===== config.mk =====
export PLATFORM = sky130hd
export DESIGN_NAME = requant_output_packer
export DESIGN_NICKNAME = d
export VERILOG_FILES = /design/src/rtl/requant_pkg.sv /design/src/rtl/requant_output_packer_word_fifo.sv /design/src/rtl/requant_output_packer.sv
export SDC_FILE = /design/constraint.sdc
export NUM_CORES = 1
export LEC_CHECK = 0
export CAP_MARGIN = 10
export CORE_ASPECT_RATIO = 0.7
export CORE_MARGIN = 5
export CORE_UTILIZATION = 63
export DETAILED_ROUTE_END_ITERATION = 7
export GPL_ROUTABILITY_DRIVEN = 0
export PLACE_DENSITY_LB_ADDON = 0.05
export SKIP_CTS_REPAIR_TIMING = 1
export SLEW_MARGIN = 20
export SYNTH_ARGS = -nofsm -noshare
export SYNTH_HDL_FRONTEND = slang
export SYNTH_SLANG_ARGS = --single-unit

===== constraint.sdc =====
create_clock -name clk -period 9.5 [get_ports clk]
set_input_delay 1.9 -clock clk [delete_from_list [all_inputs] [get_ports clk]]
set_output_delay 1.9 -clock clk [all_outputs]
set_load 0.02 [all_outputs]

===== src/rtl/requant_pkg.sv =====
// Shared widths, reset activation range, packed FIFO entry and the clamp helper
// for the requantize output packer.
package requant_pkg;
  localparam int ACC_W = 32;
  localparam int OUT_W = 8;

  localparam logic signed [OUT_W-1:0] RESET_ACT_MIN = 8'h80;
  localparam logic signed [OUT_W-1:0] RESET_ACT_MAX = 8'h7F;

  typedef logic [1:0] lane_t;

  typedef struct packed {
    logic [2:0]       count;
    logic [ACC_W-1:0] data;
  } word_t;

  // Lower bound first, then upper bound, so an inverted range yields hi.
  function automatic logic [OUT_W-1:0] clamp_act(input logic signed [ACC_W:0] sum,
                                                 input logic signed [OUT_W-1:0] lo,
                                                 input logic signed [OUT_W-1:0] hi);
    logic signed [ACC_W:0] lo_x, hi_x, t;
    lo_x = {{(ACC_W+1-OUT_W){lo[OUT_W-1]}}, lo};
    hi_x = {{(ACC_W+1-OUT_W){hi[OUT_W-1]}}, hi};
    t = (sum < lo_x) ? lo_x : sum;
    t = (t > hi_x) ? hi_x : t;
    return t[OUT_W-1:0];
  endfunction
endpackage


===== src/rtl/requant_output_packer_word_fifo.sv =====
// Synchronous show-ahead FIFO: the head entry is visible on rd_data whenever
// empty is low. Push and pop may coincide at any fill level.
module word_fifo #(
  parameter int DEPTH = 4,
  parameter int W     = 35,
  parameter int CW    = $clog2(DEPTH + 1)
) (
  input  logic          clk,
  input  logic          reset,
  input  logic          push,
  input  logic [W-1:0]  wr_data,
  input  logic          pop,
  output logic [W-1:0]  rd_data,
  output logic          empty,
  output logic [CW-1:0] count
);
  localparam int AW = (DEPTH > 1) ? $clog2(DEPTH) : 1;

  logic [W-1:0]  mem [DEPTH];
  logic [AW-1:0] wr_ptr, rd_ptr;
  logic          do_push, do_pop;

  function automatic logic [AW-1:0] inc(input logic [AW-1:0] p);
    return (p == AW'(DEPTH - 1)) ? '0 : p + 1'b1;
  endfunction

  assign empty   = (count == '0);
  assign do_pop  = pop && !empty;
  assign do_push = push && ((count < CW'(DEPTH)) || do_pop);
  assign rd_data = mem[rd_ptr];

  always_ff @(posedge clk or negedge reset) begin
    if (!reset) begin
      wr_ptr <= '0;
      rd_ptr <= '0;
      count  <= '0;
    end else begin
      if (do_push) wr_ptr <= inc(wr_ptr);
      if (do_pop)  rd_ptr <= inc(rd_ptr);
      case ({do_push, do_pop})
        2'b10:   count <= count + 1'b1;
        2'b01:   count <= count - 1'b1;
        default: count <= count;
      endcase
    end
  end

  always_ff @(posedge clk) begin
    if (do_push) mem[wr_ptr] <= wr_data;
  end
endmodule


===== src/rtl/requant_output_packer.sv =====
// Zero-point add, activation clamp and little-endian int8 packing of rescaled
// accumulators, with a word FIFO absorbing readback backpressure.
module requant_output_packer
  import requant_pkg::*;
#(
  parameter int FIFO_DEPTH = 4
) (
  input  logic             clk,
  input  logic             reset,
  input  logic             cfg_valid,
  input  logic [ACC_W-1:0] cfg_offset,
  input  logic [OUT_W-1:0] cfg_act_min,
  input  logic [OUT_W-1:0] cfg_act_max,
  input  logic             in_valid,
  output logic             in_ready,
  input  logic [ACC_W-1:0] in_data,
  input  logic             in_last,
  output logic             out_valid,
  input  logic             out_ready,
  output logic [ACC_W-1:0] out_data,
  output logic [2:0]       out_count,
  output logic             busy
);
  localparam int STAGES = 2;
  localparam int CW     = $clog2(FIFO_DEPTH + 1);

  logic [ACC_W-1:0]        offset;
  logic signed [OUT_W-1:0] act_min, act_max;
  logic [STAGES:1]         vld_pipe, last_pipe;
  logic signed [ACC_W:0]   s1_sum;
  logic [OUT_W-1:0]        s2_y;
  lane_t                   lane;
  logic [ACC_W-1:0]        word, word_next;
  logic                    accept, push, fifo_empty;
  logic [CW-1:0]           fifo_count;
  logic [CW:0]             inflight;
  word_t                   push_word, head;

  // Every in-flight element is charged a full FIFO slot, so a push never finds it full.
  assign inflight = {1'b0, fifo_count} + (CW+1)'(vld_pipe[1]) + (CW+1)'(vld_pipe[2]);
  assign in_ready = inflight < (CW+1)'(FIFO_DEPTH);
  assign accept   = in_valid && in_ready;
  assign busy     = (|vld_pipe) || (lane != '0) || !fifo_empty;

  always_ff @(posedge clk or negedge reset) begin
    if (!reset) begin
      offset  <= '0;
      act_min <= RESET_ACT_MIN;
      act_max <= RESET_ACT_MAX;
    end else if (cfg_valid && !busy) begin
      offset  <= cfg_offset;
      act_min <= cfg_act_min;
      act_max <= cfg_act_max;
    end
  end

  always_ff @(posedge clk or negedge reset) begin
    if (!reset) begin
      vld_pipe  <= '0;
      last_pipe <= '0;
      s1_sum    <= '0;
      s2_y      <= '0;
    end else begin
      vld_pipe  <= {vld_pipe[STAGES-1:1], accept};
      last_pipe <= {last_pipe[STAGES-1:1], in_last};
      s1_sum    <= {in_data[ACC_W-1], in_data} + {offset[ACC_W-1], offset};
      s2_y      <= clamp_act(s1_sum, act_min, act_max);
    end
  end

  always_comb begin
    word_next = word;
    word_next[lane*OUT_W +: OUT_W] = s2_y;
  end

  assign push      = vld_pipe[STAGES] && ((lane == 2'd3) || last_pipe[STAGES]);
  assign push_word = '{count: {1'b0, lane} + 3'd1, data: word_next};

  always_ff @(posedge clk or negedge reset) begin
    if (!reset) begin
      lane <= '0;
      word <= '0;
    end else if (vld_pipe[STAGES]) begin
      if (push) begin
        lane <= '0;
        word <= '0;
      end else begin
        lane <= lane + 1'b1;
        word <= word_next;
      end
    end
  end

  word_fifo #(.DEPTH(FIFO_DEPTH), .W($bits(word_t)), .CW(CW)) u_fifo (
    .clk     (clk),
    .reset   (reset),
    .push    (push),
    .wr_data (push_word),
    .pop     (out_ready),
    .rd_data (head),
    .empty   (fifo_empty),
    .count   (fifo_count)
  );

  assign out_valid = !fifo_empty;
  assign out_data  = out_valid ? head.data  : '0;
  assign out_count = out_valid ? head.count : '0;
endmodule


## After elaboration in Yosys (flattened, before gate mapping)

Memory sizes are Yosys's and may differ from the RTL's.
Cells that the tools add are included.

| cells by class | value |
|---|---|
| eq/ne operators | 5 |
| $add $sub $neg | 10 |
| reductions and logical operators | 15 |
| mux-type cells | 12 |
| shift-type cells | 2 |
| order comparisons | 4 |

Operators by type and width:

| kind | count |
|---|---|
| 2-to-1 mux 32 bit | 2 |
| negator 5 -> 34 bit | 1 |
| variable shift 8 x 34 -> 32 bit (first input constant) | 1 |
| variable part select 8 x 34 -> 32 bit | 1 |
| adder 32 x 32 -> 33 bit | 1 |
| greater-than comparator 33 x 8 -> 1 bit | 1 |
| less-than comparator 33 x 8 -> 1 bit | 1 |
| 2-to-1 mux 33 bit | 1 |
| bitwise mux 32 bit | 1 |
| equality test 2 bit (second input constant) | 4 |
| 2-to-1 mux 8 bit | 1 |
| adder 2 x 1 -> 2 bit (second input constant) | 3 |
| 2-to-1 mux 2 bit | 3 |
| one-hot mux 3 bit (2 select lines) | 1 |
| logical AND 1 bit | 5 |
| adder 3 x 1 -> 4 bit | 1 |
| adder 4 x 1 -> 4 bit | 1 |
| logical OR 1 bit | 4 |
| less-than comparator 4 x 3 -> 1 bit (second input constant) | 1 |
| nonzero test 2 bit | 2 |
| adder 2 x 1 -> 3 bit (second input constant) | 1 |
| adder 3 x 1 -> 3 bit (second input constant) | 1 |
| zero test 3 bit | 1 |
| less-than comparator 3 bit (second input constant) | 1 |
| 6 further kinds | 8 |

| storage, ports and cells | value |
|---|---|
| logic and storage cells | 61 |
| output and inout port bits | 38 |
| bits in registers | 134 |
| memories kept | 1 |
| bits in writable memories | 140 |

Memories:

| memory | words | bits a word | read ports | clocked after memory_dff | wr ports | RTL line | RTL |
|---|---|---|---|---|---|---|---|
| u_fifo.mem | 4 | 35 | 1 | 0 | 1 | requant_output_packer_word_fifo.sv:19 | `logic [W-1:0] mem [DEPTH];` |

## Logic depth before layout (Yosys ltp)

| depth | value |
|---|---|
| word-level depth | 7 |
| depth in mapped cells | 20 |
| gate-level depth less buffers | 19 |

## Modules after synthesis

A second synthesis with hierarchy kept.

| second synthesis, totals | value |
|---|---|
| cell total of the unflattened synthesis | 1,132 |
| area, all modules | 14,231.1 um^2 |

Modules (own cells, without submodules):

| module | sequential area each (um^2) | cells an instance | area each (um^2) | instances |
|---|---|---|---|---|
| requant_output_packer | 3,188.1 | 909 | 8,684.6 | 1 |
| word_fifo | 4,379.2 | 223 | 5,546.6 | 1 |

## Worst setup path before layout

Ideal clock, no wire load.

| timing path | value |
|---|---|
| kind | reg-to-reg |
| start | reg act_min[7] |
| end | reg s2_y[1] |
| buffers on the path | 2 |
| data arrival time | 4.958 ns |
| path slack | 4.418 ns |
| period minus slack after synthesis | 5.082 ns |
| data required time | 9.375 ns |
| stages on the path, launching flop included | 20 |
| cell sequence | dfstp_2 > inv_1 > ha_1 > nand4_2 > nor4_4 > a221oi_1 > o211ai_1 > a31oi_4 > xnor2_2 > buf_6 > clkbuf_1 > o21ai_0 > ha_1 > nand4_1 > or3_1 > or3_1 > a21oi_1 > o41ai_1 > a31oi_4 > mux2_2 |

| on the way | value |
|---|---|
| cells in the longest elaborated chain, start to end | 4 |

Ends and longest elaborated chain:

| item | RTL line | RTL |
|---|---|---|
| from (decl) | requant_output_packer.sv:28 | `logic signed [OUT_W-1:0] act_min, act_max;` |
| from (signal assigned) | requant_output_packer.sv:52 | `act_min <= cfg_act_min;` |
| less-than comparator 33 x 8 -> 1 bit | requant_pkg.sv:24 | `t = (sum < lo_x) ? lo_x : sum;` |
| 2-to-1 mux 33 bit (*) | requant_pkg.sv:24 |  |
| greater-than comparator 33 x 8 -> 1 bit | requant_pkg.sv:25 | `t = (t > hi_x) ? hi_x : t;` |
| 2-to-1 mux 8 bit (*) | requant_pkg.sv:25 |  |
| to (signal assigned) | requant_output_packer.sv:67 | `s2_y <= clamp_act(s1_sum, act_min, act_max);` |
| to (decl) | requant_output_packer.sv:31 | `logic [OUT_W-1:0] s2_y;` |

Every way passes the cells marked *; elsewhere a longest branch is shown, timed or not.
A chain may end at the register's enable or synchronous reset.

## Final worst setup path

| timing path | value |
|---|---|
| start | reg act_min[7] |
| end | reg s2_y[2] |

The elaborated chain is that of the path after synthesis.

==> flow_summary_export.csv <==
group,metric,value,unit
run_status,status,"finished, final reports clean",
layout,fillers,1408,
pwr,p_switching,0.00243,W
pwr,total_power,0.00609,W
clocking,root_buffer,"clkbuf_16",
min_path,min_path_type,"reg2reg",
synth,synth_top_family_by_area,"multiplexers",
pwr,clockPowerShare,0.172,
floorplan,rows,45,
detailed_routing,via_per_inst,6.01,
sta,finalCritPeriodShare,0.607,
sta,finalSetupTns,0,ns
synth,synth.top_cell.area_share,0.301,
global_routing,grt_pass1_wl,49.0,mm
floorplan,die_w,188,µm
clocking,cts_buffers,27,
placement,place_area,0.0155,mm²
pwr,p_int,0.00366,W
synth,yosysUniqueCellTypes,63,
layout,n_antenna_cell,0,
sta,maxSlewHeadroom,0.329,
synth,synthXorXnorAreaFrac,0.0194,
synth,syn_inst,1117,
synth,syn_nets,1315,
synth,synth-simple-area-share,0.0840,
placement,port_buffers,123,
critical_path,cp_max_fo,33,
sta,timing_hold_violations_final,0,
detailed_routing,drc,0,
synth,ys_top_cells_by_area,"edfxtp_1 (30%), dfrtp_1 (23%), ha_1 (9.9%)",
global_routing,grt_max_degree,70,
synth,yosysWarnings,0,
pwr,sw_frac_of_total,0.399,
clocking,h-tree-depth,1,
critical_path,worstSetupStartpointType,"register",
pwr,ir_drop,237,µV
global_routing,track_usage,0.238,
run,maxCapViolations,0,
floorplan,start_util,0.643,
layout,area_growth,17.2,%
pwr,power.density,372,mW/mm²
detailed_routing,routed_wl,30.1,mm
detailed_routing,vias,9299,
pwr,p_comb_frac,0.528,
layout,final_util,0.753,
critical_path,cp-end-kind,"register",
sta,setup_viol,0,
global_routing,grt_antenna_before_repair,0,
placement,dp.final_hpwl,19.8,mm
sta,worst_slew_pin_slew,1.01,ns
sta,maxSlewViolCount,0,
floorplan,io_pins,124,
layout,seqCellArea,0.00757,mm²
global_routing,grt_pass1_vias,9297,
synth,synth_edf_count,140,
layout,multi_input_area,0.00591,mm²
clocking,clock_path_buffers,3,
sta,fin_skew,0.0117,ns
sta,period_minus_slack,5.76,ns
clocking,cts_sinks,274,
synth,synth_fa_ha_area_frac,0.101,
synth,async_reset_ff_frac,0.489,
synth,synth_area,0.0140,mm²
critical_path,crit_type,"reg2reg",
global_routing,gr-total-overflow,0,
detailed_routing,drt_iter0_drc,771,
floorplan,die_h,135,µm
clocking,clkTransAtPathRegs,0.06,ns
sta,max_clock_freq,0.174,GHz
synth,ys_ff_latch,274,
layout,finalNetCount,1444,
synth,synth.mux.area_fraction,0.110,
pwr,p_leak,6.67,nW
layout,design_area,0.0164,mm²
synth,synth-compound-area-share,0.108,
detailed_routing,first_pass_iters,5,
layout,drive_gt1_frac,0.159,
synth,syn_area_per_cell,12.5,µm²
detailed_routing,antenna_left,0,
layout,final_common_cell,"edfxtp_1",
pwr,seq_power_share,0.300,
clocking,clock_latency,0.53,ns
floorplan,core_area,0.0217,mm²
synth,synth-seq-area-share,0.542,
layout,mostFrequentLayoutCells,"edfxtp_1 (140), dfrtp_1 (123), clkdlybuf4s50_1 (122), ha_1 (110), inv_1 (93)",
critical_path,worstPathRequired,9.91,ns
clocking,cts_tree,"built",
critical_path,crit_arrival,6.17,ns
floorplan,die_area,0.0253,mm²
detailed_routing,wl_per_cell,19.4,µm
sta,rsz0062_at_grt,"false",
synth,synth_top_cell_by_area,"edfxtp_1",
synth,synth-main-ff-cell,"edfxtp_1",
[cells in the mapped netlist, drive strengths merged (12+ instances only)]
| cell | number |
|---|---|
| a211oi | 12 |
| a21o | 15 |
| a21oi | 45 |
| a31o | 32 |
| and2 | 40 |
| clkbuf | 27 |
| dfrtp | 126 |
| edfxtp | 140 |
| ha | 110 |
| inv | 93 |
| mux2 | 63 |
| mux4 | 35 |
| nand2 | 68 |
| nand3 | 13 |
| nand4 | 15 |
| nor2 | 71 |
| o21ai | 86 |
| xnor2 | 17 |
| xor2 | 13 |
[per-layer routing]
| layer | routed length [µm] | global-route usage |
|---|---|---|
| met5 | 0 | 0 |
| met4 | 499 | 0.0469 |
| met3 | 1870 | 0.0344 |
| met2 | 13000 | 0.357 |
| met1 | 14800 | 0.378 |
[registers in the layout (all words and copies together), names as in the netlist]
signal and cells:
vld_pipe 2, u_fifo.mem 140, u_fifo.count 3, s1_sum 33, act_min 8, word 32
last_pipe 2, u_fifo.wr_ptr 2, lane 2, u_fifo.rd_ptr 2, s2_y 8, act_max 8
offset 32
[power groups by stage]
stage          combinational, W  clock, W  sequential [W]
3_3_place_gp            0.00305         0         0.00183
5_1_grt                 0.00359   0.00111         0.00186
4_1_cts                 0.00321   0.00107         0.00182
2_1_floorplan           0.00241         0         0.00170
6_report                0.00321   0.00105         0.00182
3_5_place_dp            0.00316         0         0.00184
[cells by family (layout without fill, tap and decap cells)]
| kind of cell | count (synthesis) | count (layout) |
|---|---|---|
| AOI/OAI and AO/OA | 230 | 230 |
| xor gates and xnor gates | 30 | 30 |
| adders and majority gates | 112 | 112 |
| buffers and inverters | 128 | 277 |
| DFF | 274 | 274 |
| muxes | 101 | 101 |
| and+or+nand+nor | 242 | 242 |
[worst paths after layout]
| check | start | to | slack (ns) | cells past startpoint |
|---|---|---|---|---|
| worst min-delay path | last_pipe[1]$_DFF_PN0_ | last_pipe[2]$_DFF_PN0_ | 0.36 | 0 |
| max in group asynchronous | reset | vld_pipe[2]$_DFF_PN0_ | 6.73 | 2 |
| min in group asynchronous | reset | offset[18]$_DFFE_PN0P_ | 1.35 | 1 |
| worst max-delay path | act_min[7]$_DFFE_PN1P_ | s2_y[2]$_DFF_PN0_ | 3.74 | 19 |
| worst max register to register | act_min[7]$_DFFE_PN1P_ | s2_y[2]$_DFF_PN0_ | 3.74 | 19 |
| worst min register to register | last_pipe[1]$_DFF_PN0_ | last_pipe[2]$_DFF_PN0_ | 0.36 | 0 |
[final cells by class]
type,instances,share of cell area
sequential,274,0.463
multi-input combinational,715,0.361
timing repair buffer,135,0.0808
clock buffer,33,0.0427
tap,282,0.0216
inverter,93,0.0213
clock inverter,16,0.00986
[worst max-delay path, cell delays in order, from the launching register on]
cell       delay [ns]
dfstp_2          0.56
inv_1            0.41
ha_1             0.52
nand4_1          0.14
nor3_1           0.31
o2111ai_1        0.20
nand3_1          0.19
a31oi_4          0.13
xnor2_2          0.15
buf_4            0.23
nand2_2          0.31
o21ai_0          0.19
ha_1             0.32
nand4_1          0.12
or3_1            0.42
or3_1            0.41
a21oi_1          0.15
o41ai_1          0.11
a31oi_4          0.37
mux2_2           0.38
[per-stage QoR]
stage	std cells	hold slack [ns]	setup slack, ns
3_3_place_gp	1499	0.352	4.11
5_1_grt	1548	0.377	3.29
2_1_floorplan	1117	0.331	4.42
6_report	1548	0.361	3.74
4_1_cts	1548	0.366	3.78
3_5_place_dp	1499	0.353	3.80
Note: power is estimated with default switching activity, not from simulation.
